## config.mk

```make
export PLATFORM = sky130hd
export DESIGN_NAME = mips_instr_encoder
export DESIGN_NICKNAME = d
export VERILOG_FILES = /design/src/rtl/enc_pkg.sv /design/src/rtl/enc_word_gen.sv /design/src/rtl/mips_instr_encoder.sv
export SDC_FILE = /design/constraint.sdc
export NUM_CORES = 1
export LEC_CHECK = 0
export BUFFER_PORTS_ARGS = -buffer_cell sky130_fd_sc_hd__buf_2
export CAP_MARGIN = 20
export CORE_MARGIN = 3
export CORE_UTILIZATION = 54
export DETAILED_ROUTE_END_ITERATION = 6
export PLACE_DENSITY_LB_ADDON = 0.08
export SLEW_MARGIN = 40
export SYNTH_ARGS = -nofsm -noshare
export SYNTH_HDL_FRONTEND = slang
export SYNTH_SLANG_ARGS = --single-unit
```

## constraint.sdc

```tcl
create_clock -name clk -period 3.7 [get_ports clk]
set_input_delay 0.185 -clock clk [delete_from_list [all_inputs] [get_ports clk]]
set_output_delay 0.185 -clock clk [all_outputs]
set_load 0.005 [all_outputs]
```

## src/rtl/enc_pkg.sv

```systemverilog
// Shared types and constants for the MIPS32 instruction encoder.
// Build option: ENC_DELAY_SLOT_NOP_EN (see enc_word_gen).
package enc_pkg;

   typedef enum logic [3:0] {
      K_R    = 4'd0,
      K_I    = 4'd1,
      K_LI   = 4'd2,
      K_BR   = 4'd3,
      K_J    = 4'd4,
      K_MFC0 = 4'd5,
      K_MTC0 = 4'd6,
      K_ERET = 4'd7,
      K_TLB  = 4'd8
   } enc_kind_t;

   localparam logic [5:0] OP_SPECIAL = 6'h00;
   localparam logic [5:0] OP_ORI     = 6'h0d;
   localparam logic [5:0] OP_LUI     = 6'h0f;
   localparam logic [5:0] OP_COP0    = 6'h10;

   localparam logic [4:0] CO_MF = 5'h00;
   localparam logic [4:0] CO_MT = 5'h04;

   localparam logic [31:0] ERET_WORD = 32'h42000018;
   localparam logic [31:0] NOP_WORD  = 32'h00000000;

   // Kind is kept raw so unknown codes survive
   // into the word generator and raise enc_err.
   typedef struct packed {
      logic [3:0]  kind;
      logic [5:0]  fn;
      logic [4:0]  rs;
      logic [4:0]  rt;
      logic [4:0]  rd;
      logic [4:0]  shamt;
      logic [31:0] imm;
   } enc_cmd_t;

   // A 32-bit constant needs lui+ori only when
   // both halves carry set bits.
   function automatic logic li_split(
      input logic [31:0] imm
   );
      return (imm[31:16] != 16'd0) &&
             (imm[15:0]  != 16'd0);
   endfunction

endpackage

```

## src/rtl/enc_word_gen.sv

```systemverilog
// Combinational word generator: (command, word index) -> {data, last}.
// ENC_DELAY_SLOT_NOP_EN: branches/jumps get a trailing nop word.
module enc_word_gen
   import enc_pkg::*;
(
   input  enc_cmd_t    cmd,
   input  logic        idx,
   output logic [31:0] data,
   output logic        last,
   output logic        bad
);

   logic [15:0] hi;
   logic [15:0] lo;
   logic        two;
   logic [31:0] w0;
   logic [31:0] w1;

   // Build both candidate words, then pick by index
   always_comb begin
      hi  = cmd.imm[31:16];
      lo  = cmd.imm[15:0];
      two = 1'b0;
      w0  = NOP_WORD;
      w1  = NOP_WORD;
      bad = 1'b0;
      unique case (1'b1)
         (cmd.kind == K_R): begin
            w0 = {OP_SPECIAL, cmd.rs, cmd.rt,
                  cmd.rd, cmd.shamt, cmd.fn};
         end
         (cmd.kind == K_I): begin
            w0 = {cmd.fn, cmd.rs, cmd.rt, lo};
         end
         (cmd.kind == K_LI): begin
            if (li_split(cmd.imm)) begin
               two = 1'b1;
               w0  = {OP_LUI, 5'd0, cmd.rt, hi};
               w1  = {OP_ORI, cmd.rt, cmd.rt, lo};
            end else if (hi == 16'd0) begin
               w0 = {OP_ORI, 5'd0, cmd.rt, lo};
            end else begin
               w0 = {OP_LUI, 5'd0, cmd.rt, hi};
            end
         end
         (cmd.kind == K_BR): begin
            w0 = {cmd.fn, cmd.rs, cmd.rt, lo};
`ifdef ENC_DELAY_SLOT_NOP_EN
            two = 1'b1;
`else
            two = 1'b0;
`endif
         end
         (cmd.kind == K_J): begin
            w0 = {cmd.fn, cmd.imm[25:0]};
`ifdef ENC_DELAY_SLOT_NOP_EN
            two = 1'b1;
`else
            two = 1'b0;
`endif
         end
         (cmd.kind == K_MFC0): begin
            w0 = {OP_COP0, CO_MF, cmd.rt,
                  cmd.rd, 8'h00, cmd.imm[2:0]};
         end
         (cmd.kind == K_MTC0): begin
            w0 = {OP_COP0, CO_MT, cmd.rt,
                  cmd.rd, 8'h00, cmd.imm[2:0]};
         end
         (cmd.kind == K_ERET): begin
            w0 = ERET_WORD;
         end
         (cmd.kind == K_TLB): begin
            w0 = {OP_COP0, 1'b1, 19'd0, cmd.fn};
         end
         default: begin
            bad = 1'b1;
         end
      endcase
      data = idx ? w1 : w0;
      last = idx | ~two;
   end

endmodule

```

## src/rtl/mips_instr_encoder.sv

```systemverilog
// Sequential MIPS32 encoder: command handshake in, word stream out.
// Build option: ENC_DELAY_SLOT_NOP_EN (branch/jump delay-slot nop).
module mips_instr_encoder
   import enc_pkg::*;
(
   input  logic        clk,
   input  logic        reset,
   input  logic        cmd_valid,
   output logic        cmd_ready,
   input  logic [3:0]  cmd_kind,
   input  logic [5:0]  cmd_fn,
   input  logic [4:0]  cmd_rs,
   input  logic [4:0]  cmd_rt,
   input  logic [4:0]  cmd_rd,
   input  logic [4:0]  cmd_shamt,
   input  logic [31:0] cmd_imm,
   output logic        instr_valid,
   input  logic        instr_ready,
   output logic [31:0] instr_data,
   output logic        instr_last,
   output logic        enc_err
);

   localparam logic [1:0] IDLE = 2'd0;
   localparam logic [1:0] W0   = 2'd1;
   localparam logic [1:0] W1   = 2'd2;

   logic [1:0]  state_q;
   enc_cmd_t    cmd_q;
   enc_cmd_t    cmd_in;
   enc_cmd_t    gen_cmd;
   logic        gen_idx;
   logic [31:0] gen_data;
   logic        gen_last;
   logic        gen_bad;
   logic        out_fire;
   logic        accept;

   assign cmd_in = '{
      kind:  cmd_kind,
      fn:    cmd_fn,
      rs:    cmd_rs,
      rt:    cmd_rt,
      rd:    cmd_rd,
      shamt: cmd_shamt,
      imm:   cmd_imm
   };

   assign out_fire  = instr_valid & instr_ready;
   assign cmd_ready = (state_q == IDLE) |
                      (out_fire & instr_last);
   assign accept    = cmd_valid & cmd_ready;

   // A new command feeds word 0 straight to the
   // output register; otherwise step the held one.
   always_comb begin
      gen_cmd = cmd_q;
      gen_idx = 1'b1;
      if (accept) begin
         gen_cmd = cmd_in;
         gen_idx = 1'b0;
      end
   end

   enc_word_gen u_gen (
      .cmd  (gen_cmd),
      .idx  (gen_idx),
      .data (gen_data),
      .last (gen_last),
      .bad  (gen_bad)
   );

   // FSM and output register: load on accept,
   // advance or retire on word accept, else hold.
   always_ff @(posedge clk) begin
      if (reset) begin
         state_q     <= IDLE;
         cmd_q       <= '0;
         instr_valid <= 1'b0;
         instr_data  <= '0;
         instr_last  <= 1'b0;
      end else if (accept) begin
         state_q     <= W0;
         cmd_q       <= cmd_in;
         instr_valid <= 1'b1;
         instr_data  <= gen_data;
         instr_last  <= gen_last;
      end else if (out_fire) begin
         if (instr_last) begin
            state_q     <= IDLE;
            instr_valid <= 1'b0;
         end else begin
            state_q    <= W1;
            instr_data <= gen_data;
            instr_last <= gen_last;
         end
      end
   end

   // Sticky error: any accepted unknown kind
   always_ff @(posedge clk) begin
      if (reset) begin
         enc_err <= 1'b0;
      end else if (accept && gen_bad) begin
         enc_err <= 1'b1;
      end
   end

endmodule

```

# ---- Word level (Yosys, flattened, before mapping)
# Index checks and enable logic that the tools add are counted.
# W data, S select, Z words.
dict set report word_totals {
  reg_bits 99
  in_bits 66
  out_inout_bits 36
  elab_cells 65
}
dict set report classes {
  n_eq_ne 9
  n_mux 23
  bitwise 6
  reduce_logical 14
}
# operator n
set ops {}
lappend ops {{$pmux W32 S8} 1}
lappend ops {{$mux W32} 6}
lappend ops {{$mux W62} 1}
lappend ops {{$reduce_bool A16 Y1} 2}
lappend ops {{$mux W30} 1}
lappend ops {{$mux W28} 1}
lappend ops {{$eq A4 B3 Y1 const B} 4}
lappend ops {{$logic_not A16 Y1} 1}
lappend ops {{$mux W1} 12}
lappend ops {{$reduce_or A9 Y1} 1}
lappend ops {{$eq A4 B2 Y1 const B} 2}
lappend ops {{$eq A4 B1 Y1 const B} 1}
lappend ops {{$eq A4 B4 Y1 const B} 1}
lappend ops {{$logic_not A4 Y1} 1}
lappend ops {{$reduce_and A2 Y1} 2}
lappend ops {{$reduce_bool A2 Y1} 2}
lappend ops {{$reduce_or A2 Y1} 2}
lappend ops {{$and A1 B1 Y1} 3}
lappend ops {{$logic_and A1 B1 Y1} 2}
lappend ops {{$logic_not A2 Y1} 1}
lappend ops {{$mux W2} 1}
lappend ops {{$ne A2 B1 Y1 const B} 1}
lappend ops {{$or A1 B1 Y1} 2}
lappend ops {{$not A1 Y1} 1}

# ---- Logic depth before layout (Yosys ltp)
# Gate-level depths: netlist of run 1.
dict set report logic_depth {
  word_depth 14
  mapped_depth 8
  mapped_depth_nobuf 5
}

# ---- By module
# From an unflattened synthesis of run 1, not the netlist that was laid out.
dict set report unflattened {
  hier_cells 694
  hier_area_um2 6451.2
}
# module n_inst cells_per_inst area_per_inst_um2 seq_area_each_um2
set modules_own_cells {}
lappend modules_own_cells {mips_instr_encoder 1 504 5231.3 1981.9}
lappend modules_own_cells {enc_word_gen 1 190 1219.9 0.0}

# ---- Least setup slack after synthesis of run 1
# No wires, ideal clock.
dict set report synth_timing {
  path_kind {reg2reg}
  startpoint {reg state_q[1]}
  endpoint {reg instr_data[10]}
  setup_ns 0.062
  arrival_ns 1.831
  t_required_ns 3.638
  slack_ns 1.807
  stages_incl_launch_ff 8
  n_path_buf 2
  synth_period_minus_slack_ns 1.893
  cell_sequence {dfxtp_1 or3b_1 clkbuf_1 a21o_1 a211oi_4 buf_2 a32oi_1 nand3_1}
}
dict set report synth_between {
  elab_chain_len 12
  elab_cells_between_ends 30
  cone_classes {9 x eq/ne; 10 x mux; 2 x bitwise; 9 x reduce/logical}
}
# item line
set synth_lines {}
lappend synth_lines {{start, declared} mips_instr_encoder.sv:28} ;# logic [1:0] state_q;
lappend synth_lines {{start signal, assigned} mips_instr_encoder.sv:77} ;# state_q <= IDLE;
lappend synth_lines {{start signal, assigned} mips_instr_encoder.sv:83} ;# state_q <= W0;
lappend synth_lines {{start signal, assigned} mips_instr_encoder.sv:90} ;# state_q <= IDLE;
lappend synth_lines {{$logic_not A2 Y1 *} mips_instr_encoder.sv:50} ;# assign cmd_ready = (state_q == IDLE) |
lappend synth_lines {{$or A1 B1 Y1 *} mips_instr_encoder.sv:50}
lappend synth_lines {{$and A1 B1 Y1 *} mips_instr_encoder.sv:52} ;# assign accept = cmd_valid & cmd_ready;
lappend synth_lines {{$mux W62} n/a}
lappend synth_lines {{$logic_not A16 Y1 (tied with other cells)} enc_word_gen.sv:40} ;# end else if (hi == 16'd0) begin
lappend synth_lines {{$mux W28 / $logic_and A1 B1 Y1 (equally long branches)} {enc_word_gen.sv:40, enc_pkg.sv:45}}
lappend synth_lines {{$mux W32 / $mux W30 (equally long branches)} enc_word_gen.sv:36} ;# if (li_split(cmd.imm)) begin
lappend synth_lines {{$pmux W32 S8 / $mux W32 (equally long branches)} enc_word_gen.sv:27} ;# unique case (1'b1)
lappend synth_lines {{$mux W32} enc_word_gen.sv:80} ;# data = idx ? w1 : w0;
lappend synth_lines {{$mux W32} mips_instr_encoder.sv:89} ;# if (instr_last) begin
lappend synth_lines {{$mux W32} mips_instr_encoder.sv:88} ;# end else if (out_fire) begin
lappend synth_lines {{$mux W32} mips_instr_encoder.sv:82} ;# end else if (accept) begin
lappend synth_lines {{end signal, assigned} mips_instr_encoder.sv:86} ;# instr_data <= gen_data;
lappend synth_lines {{end signal, assigned} mips_instr_encoder.sv:94} ;# instr_data <= gen_data;
lappend synth_lines {{end, declared} mips_instr_encoder.sv:19} ;# output logic [31:0] instr_data,
# Mark *: on every way between the ends. The rest lies on a longest branch, timed or not. The select of a mux whose other input is x is not followed.
# A chain may end at the register's enable or synchronous reset.

# ---- Final worst setup path of run 1
dict set report layout_timing {
  startpoint {reg state_q[1]}
  endpoint {reg instr_data[8]}
}
# Same word-level chain as after synthesis.

==> out/results.txt, run 1 <==
# fillers = 644
critical path endpoint category = flip-flop
die height = 93.3 um
Post-Route WL = 13.5 mm
Clk Latency, worst-skew pair = 0.36 ns
leading area contributor after synthesis = dfxtp_1
post-CTS sizing = 0
Overflow after GRT = 0
r2r startpoint = state_q[1]
R2R Path End = instr_data[8]
register area share after synthesis = 0.404
ys async rst share = 0
first-pass iteration count of the detailed router = 5
yosys synthesis warning count = 0
worst path buffer plus inverter count = 2
Primary FF master, synth = dfxtp_1
met2 Track Usage GR = 0.461
WHS = 0.0808 ns
RSZ-0062 raised after global routing = false
syn nets = 575
Area Overhead vs Synth = 18.3%
fmax = 385 MHz
Slew @ Worst Pin = 0.795 ns
DRC = 0
clk slew on worst S/H paths = 0.08 ns
Max H-tree Level = 3
Worst Setup SP = state_q[1]
final antenna-violating net count = 0
most frequent cells in the layout = buf_2, dfxtp_1, nand2_1, nand3_1, a21oi_1
EDFF count, synth = 0
peak fanout along the critical path = 15
R2R setup slack = 1.10 ns
sequence of cells on the critical path = or3b_1 > buf_4 > nand2_1 > o221ai_1 > buf_4 > o221ai_1 > a311oi_1
GRT Overall Usage = 0.314
worst min-delay path class = primary input to flip-flop
first-pass GRT wire length = 21.5 mm
Critical Path Sink = instr_data[8]
CTS tree = built
post-synth design cell area = 4120 um2
Synth Register Bits = 83
Vias = 4,491
num ports = 102
post-synth cell types = 54
critical path depth = 7
Port-buffer cells = 101
M3 GR Usage = 0.0571
Clock Skew = 0.0116 ns
CP Class = flip-flop to flip-flop
initial antenna violation count = 0
core box area = 7330 um2
TNS Setup = 0 ns
GRT busiest layer = met2
top cells by area, synth = dfxtp_1, nand3_1, nand2_1, a21oi_1, a32oi_1
CTS Hold Bufs = 0
Min Clock Period, post-route = 2.60 ns
Clock Path Buffers = 2
cells after synthesis = 509
GR Util met1 = 0.451
top cell type's share of synthesized area = 0.404
Slew HR = 0.467
WP data required = 3.92 ns
status = complete, no violations
largest net degree at the start of global routing = 39
CTS buffer count = 9
Arr. time, crit path = 2.82 ns
delay-heaviest family, CP = simple AND/OR/NAND/NOR gates
most common cell after layout, fill and taps aside = buf_2
reg2reg path depth = 7
CP startpoint kind = flip-flop
slowest cell on the critical path = or3b_1
P_leak = 1.97 nW
syn avg cell area = 8.08 um2
CTS root buf = clkbuf_8
row count = 31
Iter 0 DRT Violations = 381
die width = 93.3 um
final worst path period share = 0.703
Placer Congestion = 0.926
starting density of the core = 0.561
Final Max Slew Viols = 0
max-cap viol count = 0
antenna cells = 0
layout cells sized above 1 = 0.246
CP peak stage delay = 0.58 ns
die area = 8700 um2
CTS sink count = 83
HPWL Detailed = 9.90 mm
Setup Viol. Count Final = 0
number of global-route vias before repair = 4,113
Vias/cell = 6.48
Power Density = 423 nW/um2
Final Net Count = 657
Post-CTS Setup Inserts = 0
routed len/inst = 19.4 um
Util after Layout = 0.664
Peak VDD IR = 0.000226 V
final hold violation count = 0
per-layer routing:
layer,part of all wire,wire (um)
met1,0.43,5750
met2,0.44,5940
met3,0.10,1360
met4,0.030,403
met5,0,0
sequential cells by signal (all words and copies together), names as in the netlist:
register / flops
cmd_q: 46
instr_data: 32
state_q: 2
enc_err: 1
instr_last: 1
instr_valid: 1
area by class of cell:
type                    instances  area (um2)  area share
inverters                       4        15.0     0.00308
repair buffers                115         611       0.125
multi-input cells             378        2280       0.468
well taps                      99         124      0.0254
flip-flops and latches         83        1660       0.341
clock buffers                   9         124      0.0254
clock inverters                 5        53.8      0.0110
worst min-delay path by stage:
stage,from,end,slack (ns),depth (start not counted)
6_report,cmd_imm[13],instr_data[13],0.08,3
5_1_grt,cmd_imm[1],cmd_q[1],0.09,3
4_1_cts,cmd_imm[13],instr_data[13],0.08,3
3_5_place_dp,cmd_rd[0],instr_data[11],0.45,3
3_3_place_gp,instr_data[27],instr_data[27],0.44,2
2_1_floorplan,cmd_imm[0],instr_data[0],0.32,2
cells in the mapped netlist (3+ instances only):
| library cell | count |
|---|---|
| nor2b_1 | 11 |
| and4_1 | 4 |
| a31oi_1 | 5 |
| buf_2 | 7 |
| nand4_1 | 6 |
| o21ai_0 | 25 |
| mux2_2 | 9 |
| nand2b_1 | 5 |
| a222oi_1 | 5 |
| o22a_1 | 3 |
| nor2_1 | 25 |
| clkbuf_1 | 31 |
| nand3_1 | 51 |
| a22oi_1 | 11 |
| a211oi_1 | 6 |
| a311oi_1 | 5 |
| a21oi_1 | 44 |
| inv_1 | 4 |
| a32oi_1 | 16 |
| nor3_1 | 7 |
| and2_1 | 6 |
| nor4_1 | 20 |
| nand2_1 | 65 |
| nor4b_1 | 4 |
| a21o_1 | 3 |
| buf_1 | 4 |
| dfxtp_1 | 83 |
| mux2i_1 | 6 |
| a221oi_1 | 3 |
stage by stage:
stage | power, mW | setup slack, ns | cells | area, um2
4_1_cts | 2.06 | 1.15 | 693 | 4870
3_3_place_gp | 1.43 | 1.19 | 679 | 4690
3_5_place_dp | 1.44 | 1.17 | 679 | 4690
2_1_floorplan | 1.27 | 1.81 | 509 | 4120
5_1_grt | 2.15 | 0.898 | 693 | 4870
6_report | 2.06 | 1.10 | 693 | 4870
worst min-delay path: cells and delay by family:
kind / cells / cell delay, ns
buffers and inverters: 1 / 0.10
and+or+nand+nor: 2 / 0.12
power breakdown:
part	total, mW	switching, mW	leakage, nW	internal [mW]
clock	0.636	0.333	0.0951	0.304
sequential	0.996	0.0429	0.679	0.953
combinational	0.430	0.268	1.20	0.162
total	2.06	0.644	1.97	1.42
cell families after synthesis:
logic type	Yosys count	share of synthesized area
DFF	83	0.404
xor gates and xnor gates	2	0.00426
and+or+nand+nor	214	0.263
buffers and inverters	48	0.0477
muxes	15	0.0392
AOI/OAI and AO/OA	147	0.242
(Power assumes the default switching activity.)
==> run 2: changes to the inputs <==
--- a/config.mk
+++ b/config.mk
@@ -8,7 +8,7 @@
 export BUFFER_PORTS_ARGS = -buffer_cell sky130_fd_sc_hd__buf_2
 export CAP_MARGIN = 20
 export CORE_MARGIN = 3
-export CORE_UTILIZATION = 54
+export CORE_UTILIZATION = 53
 export DETAILED_ROUTE_END_ITERATION = 6
 export PLACE_DENSITY_LB_ADDON = 0.08
 export SLEW_MARGIN = 40
==> constraint.sdc (replaced) <==
create_clock -name clk -period 2.6 [get_ports clk]
set_input_delay 0.13 -clock clk [delete_from_list [all_inputs] [get_ports clk]]
set_output_delay 0.13 -clock clk [all_outputs]
set_load 0.005 [all_outputs]
==> out/results.txt, run 2 (synthesis gave the netlist of run 1 again) <==
Vias/cell = 6.41 (-1.1%)
delay-heaviest family, CP = compound AO/OA/AOI/OAI gates
Area Overhead vs Synth = 20.7%
Power Density = 585 nW/um2 (+38%)
DRC = 0 (unchanged)
core box area = 7410 um2 (+1.1%)
Worst Hold End = instr_data[11]
CP peak stage delay = 0.55 ns (-0.03 ns)
max reg flops = 46 (unchanged)
Slew @ Worst Pin = 0.675 ns (-0.120 ns)
fmax = 445 MHz (+16%)
Min Clock Period, post-route = 2.25 ns (-0.354 ns)
Hold Startpoint = cmd_rd[0]
GRT Overall Usage = 0.311 (-0.00246)
Clock Path Buffers = 2 (unchanged)
status = complete, no violations
CTS root buf = clkbuf_8
RSZ-0062 raised after global routing = false
Max H-tree Level = 3 (unchanged)
Arr. time, crit path = 2.52 ns (-0.30 ns)
met2 Track Usage GR = 0.490 (+0.0293)
final worst path period share = 0.864 (+0.161)
biggest regs = cmd_q: 46 flops, instr_data: 32 flops, state_q: 2 flops
Post-Route WL = 13.6 mm (+1.3%)
Port-buffer cells = 101 (unchanged)
slowest cell on the critical path = or3b_1
Setup Viol. Count Final = 0 (unchanged)
Top reg by flops = cmd_q
r2r startpoint = state_q[1]
die width = 94.1 um (+0.88%)
largest net degree at the start of global routing = 35 (-10%)
Final Max Slew Viols = 0 (unchanged)
number of global-route vias before repair = 4,286 (+4.2%)
CP Class = flip-flop to flip-flop
P_leak = 2.02 nW (+2.5%)
routed len/inst = 19.2 um (-1.0%)
M3 GR Usage = 0.0553 (-0.00183)
max-cap viol count = 0 (unchanged)
num ports = 102 (unchanged)
starting density of the core = 0.555 (-0.00588)
reg2reg path depth = 6 (-1)
Final Net Count = 671 (+2.1%)
clk slew on worst S/H paths = 0.09 ns (about the same)
R2R Path End = instr_data[30]
Slew HR = 0.539 (+0.0719)
Overflow after GRT = 0 (unchanged)
Iter 0 DRT Violations = 449 (+18%)
HPWL Detailed = 10.2 mm (+2.9%)
peak fanout along the critical path = 10 (-5)
die height = 94.1 um (+0.88%)
sequence of cells on the critical path = or3b_1 > buf_4 > a211oi_1 > a221oi_1 > a2111o_1 > a22o_1
Clk Latency, worst-skew pair = 0.38 ns (+0.02 ns)
hold path cells = 3 (unchanged)
WP data required = 2.87 ns (-1.05 ns)
initial antenna violation count = 0 (unchanged)
critical path endpoint category = flip-flop
WHS = 0.00686 ns (-0.0740 ns)
Worst Setup SP = state_q[1]
Power, Total = 2.91 mW (+41%)
worst path buffer plus inverter count = 1 (-1)
first-pass iteration count of the detailed router = 5 (unchanged)
most frequent cells in the layout = buf_2, dfxtp_1, nand2_1, nand3_1, a21oi_1
Peak VDD IR = 0.000388 V (+72%)
R2R setup slack = 0.35 ns (-0.75 ns)
TNS Setup = 0 ns (unchanged)
GR Util met1 = 0.417 (-0.0335)
final antenna-violating net count = 0 (unchanged)
die area = 8860 um2 (+1.8%)
worst min-delay path class = primary input to flip-flop
first-pass GRT wire length = 21.5 mm (-0.13%)
Placer Congestion = 0.966 (+4.3%)
most common cell after layout, fill and taps aside = buf_2
CTS sink count = 83 (unchanged)
layout cells sized above 1 = 0.261 (+0.0149)
Util after Layout = 0.671 (+0.00639)
row count = 31 (unchanged)
final hold violation count = 0 (unchanged)
antenna cells = 0 (unchanged)
Clock Skew = 0.0125 ns (+0.000878 ns)
Vias = 4,546 (+1.2%)
GRT busiest layer = met2
CP startpoint kind = flip-flop
CTS tree = built
CTS buffer count = 9 (unchanged)
[run 2: cell count changes in the layout (fill, tap and decap cells not counted), sizes merged]
| cell | before | now |
|---|---|---|
| buf | 115 | 128 |
| clkinv | 3 | 0 |
| bufinv | 1 | 0 |
| clkinvlp | 0 | 4 |
| dlygate4sd3 | 0 | 1 |
| inv | 5 | 6 |
| clkbuf | 9 | 10 |
[run 2: cell type report]
cell class / count / area [um2]
inverter: 4 / 15.0
multi-input combinational: 378 / 2270
timing repair buffer: 129 / 718
sequential: 83 / 1660
fill: 668 / 2440
clock buffer: 10 / 128
tap: 99 / 124
clock inverter: 6 / 47.5
[run 2: tightest hold or removal path: cells and delay by family]
family,cells,cell delay (ns)
buffers and inverters,1,0.08
and+or+nand+nor,1,0.08
AOI/OAI and AO/OA,1,0.07
[run 2: power breakdown]
part           switching (mW)  total (mW)  internal [mW]
Clock                   0.504       0.857          0.353
Sequential             0.0628        1.42           1.36
Combinational           0.384       0.630          0.246
Total                   0.951        2.91           1.96
[run 2: worst max path at each step]
stage / endpoint / cells past startpoint / slack [ns]
after CTS: instr_data[13] / 6 / 0.39
final: instr_data[30] / 6 / 0.35
after detailed placement: instr_data[30] / 6 / 0.43
after floorplan: instr_data[10] / 7 / 0.71
after global placement: instr_data[25] / 5 / 0.48
after global routing: instr_data[25] / 5 / 0.21
[run 2: metal layers]
layer | part of all wire | vias up | routed length [um]
met1 | 0.42 | 2132 | 5690
li1 | - | 2115 | -
met5 | 0 | - | 0
met3 | 0.089 | 40 | 1210
met2 | 0.47 | 259 | 6340
met4 | 0.028 | 0 | 386
[run 2: through the flow]
stage / worst slack (ns) / area [um2] / std cells
global placement: 0.483 / 4780 / 692
global route: 0.206 / 4970 / 709
finish: 0.354 / 4970 / 709
CTS: 0.391 / 4970 / 709
detailed placement: 0.428 / 4780 / 692
floorplan: 0.707 / 4120 / 509
[run 2: repair_timing]
item | 4_1_cts | 5_1_grt
setup buffers | 0 | 0
hold buffers | 1 | 0
gates resized for setup | 0 | 0
endpoints found under the hold margin | 1 | 0
==> run 3: changes to the inputs <==
==> constraint.sdc (replaced) <==
create_clock -name clk -period 2.2 [get_ports clk]
set_input_delay 0.11 -clock clk [delete_from_list [all_inputs] [get_ports clk]]
set_output_delay 0.11 -clock clk [all_outputs]
set_load 0.005 [all_outputs]
==> out/results.txt, run 3 (synthesis gave the netlist of run 1 again) <==
status = complete, no violations
first-pass iteration count of the detailed router = 5 (unchanged)
R2R Path End = instr_data[8]
Setup Viol. Count Final = 0 (unchanged)
DRC = 0 (unchanged)
clk slew on worst S/H paths = 0.09 ns (about the same)
delay-heaviest family, CP = simple AND/OR/NAND/NOR gates
placement-stage cell area = 4910 um2 (+2.6%)
Clock Skew = 0.0126 ns (+0.000138 ns)
Final Max Slew Viols = 0 (unchanged)
num ports = 102 (unchanged)
Slew HR = 0.560 (+0.0208)
antenna cells = 0 (unchanged)
Clock Path Buffers = 2 (unchanged)
CTS tree = built
Top reg by flops = cmd_q
cell total after placement = 708 (+2.3%)
CTS sink count = 83 (unchanged)
Slew @ Worst Pin = 0.655 ns (-0.0199 ns)
CTS root buf = clkbuf_8
Min Clock Period, post-route = 2.13 ns (-0.119 ns)
Power, Total = 3.56 mW (+22%)
routed len/inst = 19.5 um (+1.7%)
RSZ-0062 raised after global routing = false
Overflow after GRT = 0 (unchanged)
final worst path period share = 0.967 (+0.103)
R2R setup slack = 0.07 ns (-0.28 ns)
die width = 94.1 um (unchanged)
starting density of the core = 0.555 (unchanged)
Finished Cell Area = 5220 um2 (+5.1%)
Clk Latency, worst-skew pair = 0.36 ns (-0.02 ns)
Power Density = 682 nW/um2 (+17%)
GRT Overall Usage = 0.324 (+0.0125)
row count = 31 (unchanged)
HPWL Detailed = 10.7 mm (+5.5%)
P_leak = 2.17 nW (+7.4%)
final hold violation count = 0 (unchanged)
fmax = 470 MHz (+5.6%)
CP Class = flip-flop to flip-flop
CTS buffer count = 9 (unchanged)
WP data required = 2.46 ns (-0.41 ns)
max-cap viol count = 0 (unchanged)
Hold Startpoint = cmd_rd[1]
Port-buffer cells = 101 (unchanged)
max reg flops = 46 (unchanged)
Area Overhead vs Synth = 26.8%
Final Net Count = 696 (+3.7%)
Max H-tree Level = 3 (unchanged)
sequence of cells on the critical path = nor4b_1 > nand3_1 > a211oi_4 > buf_4 > nand3_1 > a311oi_1
core box area = 7410 um2 (unchanged)
critical path endpoint category = flip-flop
layout cells sized above 1 = 0.290 (+0.0291)
hold path cells = 3 (unchanged)
worst min-delay path class = primary input to flip-flop
Peak VDD IR = 0.000566 V (+46%)
Worst Hold End = instr_data[12]
Post-Route WL = 14.3 mm (+5.3%)
most common cell after layout, fill and taps aside = buf_2
largest net degree at the start of global routing = 28 (-20%)
biggest regs = cmd_q: 46 flops, instr_data: 32 flops, state_q: 2 flops
die height = 94.1 um (unchanged)
reg2reg path depth = 6 (unchanged)
initial antenna violation count = 0 (unchanged)
Post-Layout Cell Count = 734 (+3.5%)
most frequent CP cell = nand3_1
most frequent cells in the layout = buf_2, dfxtp_1, nand2_1, nand3_1, buf_4
die area = 8860 um2 (unchanged)
first-pass GRT wire length = 22.1 mm (+2.9%)
final antenna-violating net count = 0 (unchanged)
peak fanout along the critical path = 12 (+2)
Vias/cell = 6.36 (-0.75%)
r2r startpoint = cmd_q[60]
Arr. time, crit path = 2.39 ns (-0.13 ns)
Vias = 4,671 (+2.7%)
CP peak stage delay = 0.53 ns (-0.02 ns)
CP startpoint kind = flip-flop
WHS = 0.000579 ns (-0.00628 ns)
Iter 0 DRT Violations = 538 (+20%)
number of global-route vias before repair = 4,352 (+1.5%)
Placer Congestion = 0.952 (-1.5%)
worst path buffer plus inverter count = 1 (unchanged)
slowest cell on the critical path = nor4b_1
TNS Setup = 0 ns (unchanged)
[run 3: cell count changes in the layout (fill, tap and decap cells not counted), moves of 2 or more]
cell           before  now
clkinvlp_4          4    1
dlygate4sd3_1       1    6
buf_12              0    2
clkinv_4            0    2
buf_4              27   45
[run 3: worst max-delay path by stage]
stage / from / to / slack, ns / depth (start not counted)
6_report: cmd_q[60] / instr_data[8] / 0.07 / 6
5_1_grt: instr_valid / instr_data[1] / 0.02 / 7
3_5_place_dp: state_q[1] / instr_data[30] / 0.02 / 6
4_1_cts: state_q[1] / instr_data[30] / 0.01 / 6
3_3_place_gp: state_q[1] / instr_data[30] / 0.10 / 6
2_1_floorplan: state_q[1] / instr_data[10] / 0.31 / 7
[run 3: worst register-to-register path: cells and delay by family, from the launching register on]
kind / cells / cell delay [ns]
compound gates: 2 / 0.59
buf+inv: 1 / 0.23
flops: 1 / 0.32
simple gates: 3 / 0.89
[run 3: where the power goes]
part	total (mW)	switching [mW]	internal (mW)
clock	1.05	0.598	0.451
combinational	0.841	0.489	0.352
sequential	1.67	0.0642	1.60
[run 3: per-layer routing]
| metal | up-vias | track usage | part of all wire |
|---|---|---|---|
| li1 | 2162 | - | - |
| met4 | 0 | 0.102 | 0.020 |
| met5 | - | 0 | 0 |
| met2 | 269 | 0.513 | 0.47 |
| met1 | 2213 | 0.435 | 0.42 |
| met3 | 27 | 0.0761 | 0.094 |
[run 3: final cells by class]
| class | count | area, um2 |
|---|---|---|
| Sequential cell | 83 | 1660 |
| Fill cell | 653 | 2190 |
| Inverter | 4 | 15.0 |
| Clock inverter | 6 | 47.5 |
| Clock buffer | 10 | 138 |
| Timing Repair Buffer | 154 | 943 |
| Multi-Input combinational cell | 378 | 2290 |
| Tap cell | 99 | 124 |
[run 3: timing repair]
item | in CTS | in global routing
endpoints found under the setup margin | 0 | 12
hold buffers | 5 | 1
setup buffers | 0 | 4
endpoints found under the hold margin | 5 | 1
resized for setup | 0 | 4
[run 3: stage by stage]
step / utilization / worst slack, ns
after detailed placement: 0.663 / 0.0234
after global placement: 0.662 / 0.102
after floorplan: - / 0.307
after global routing: 0.705 / 0.0178
final: 0.705 / 0.0732
after CTS: 0.694 / 0.0125
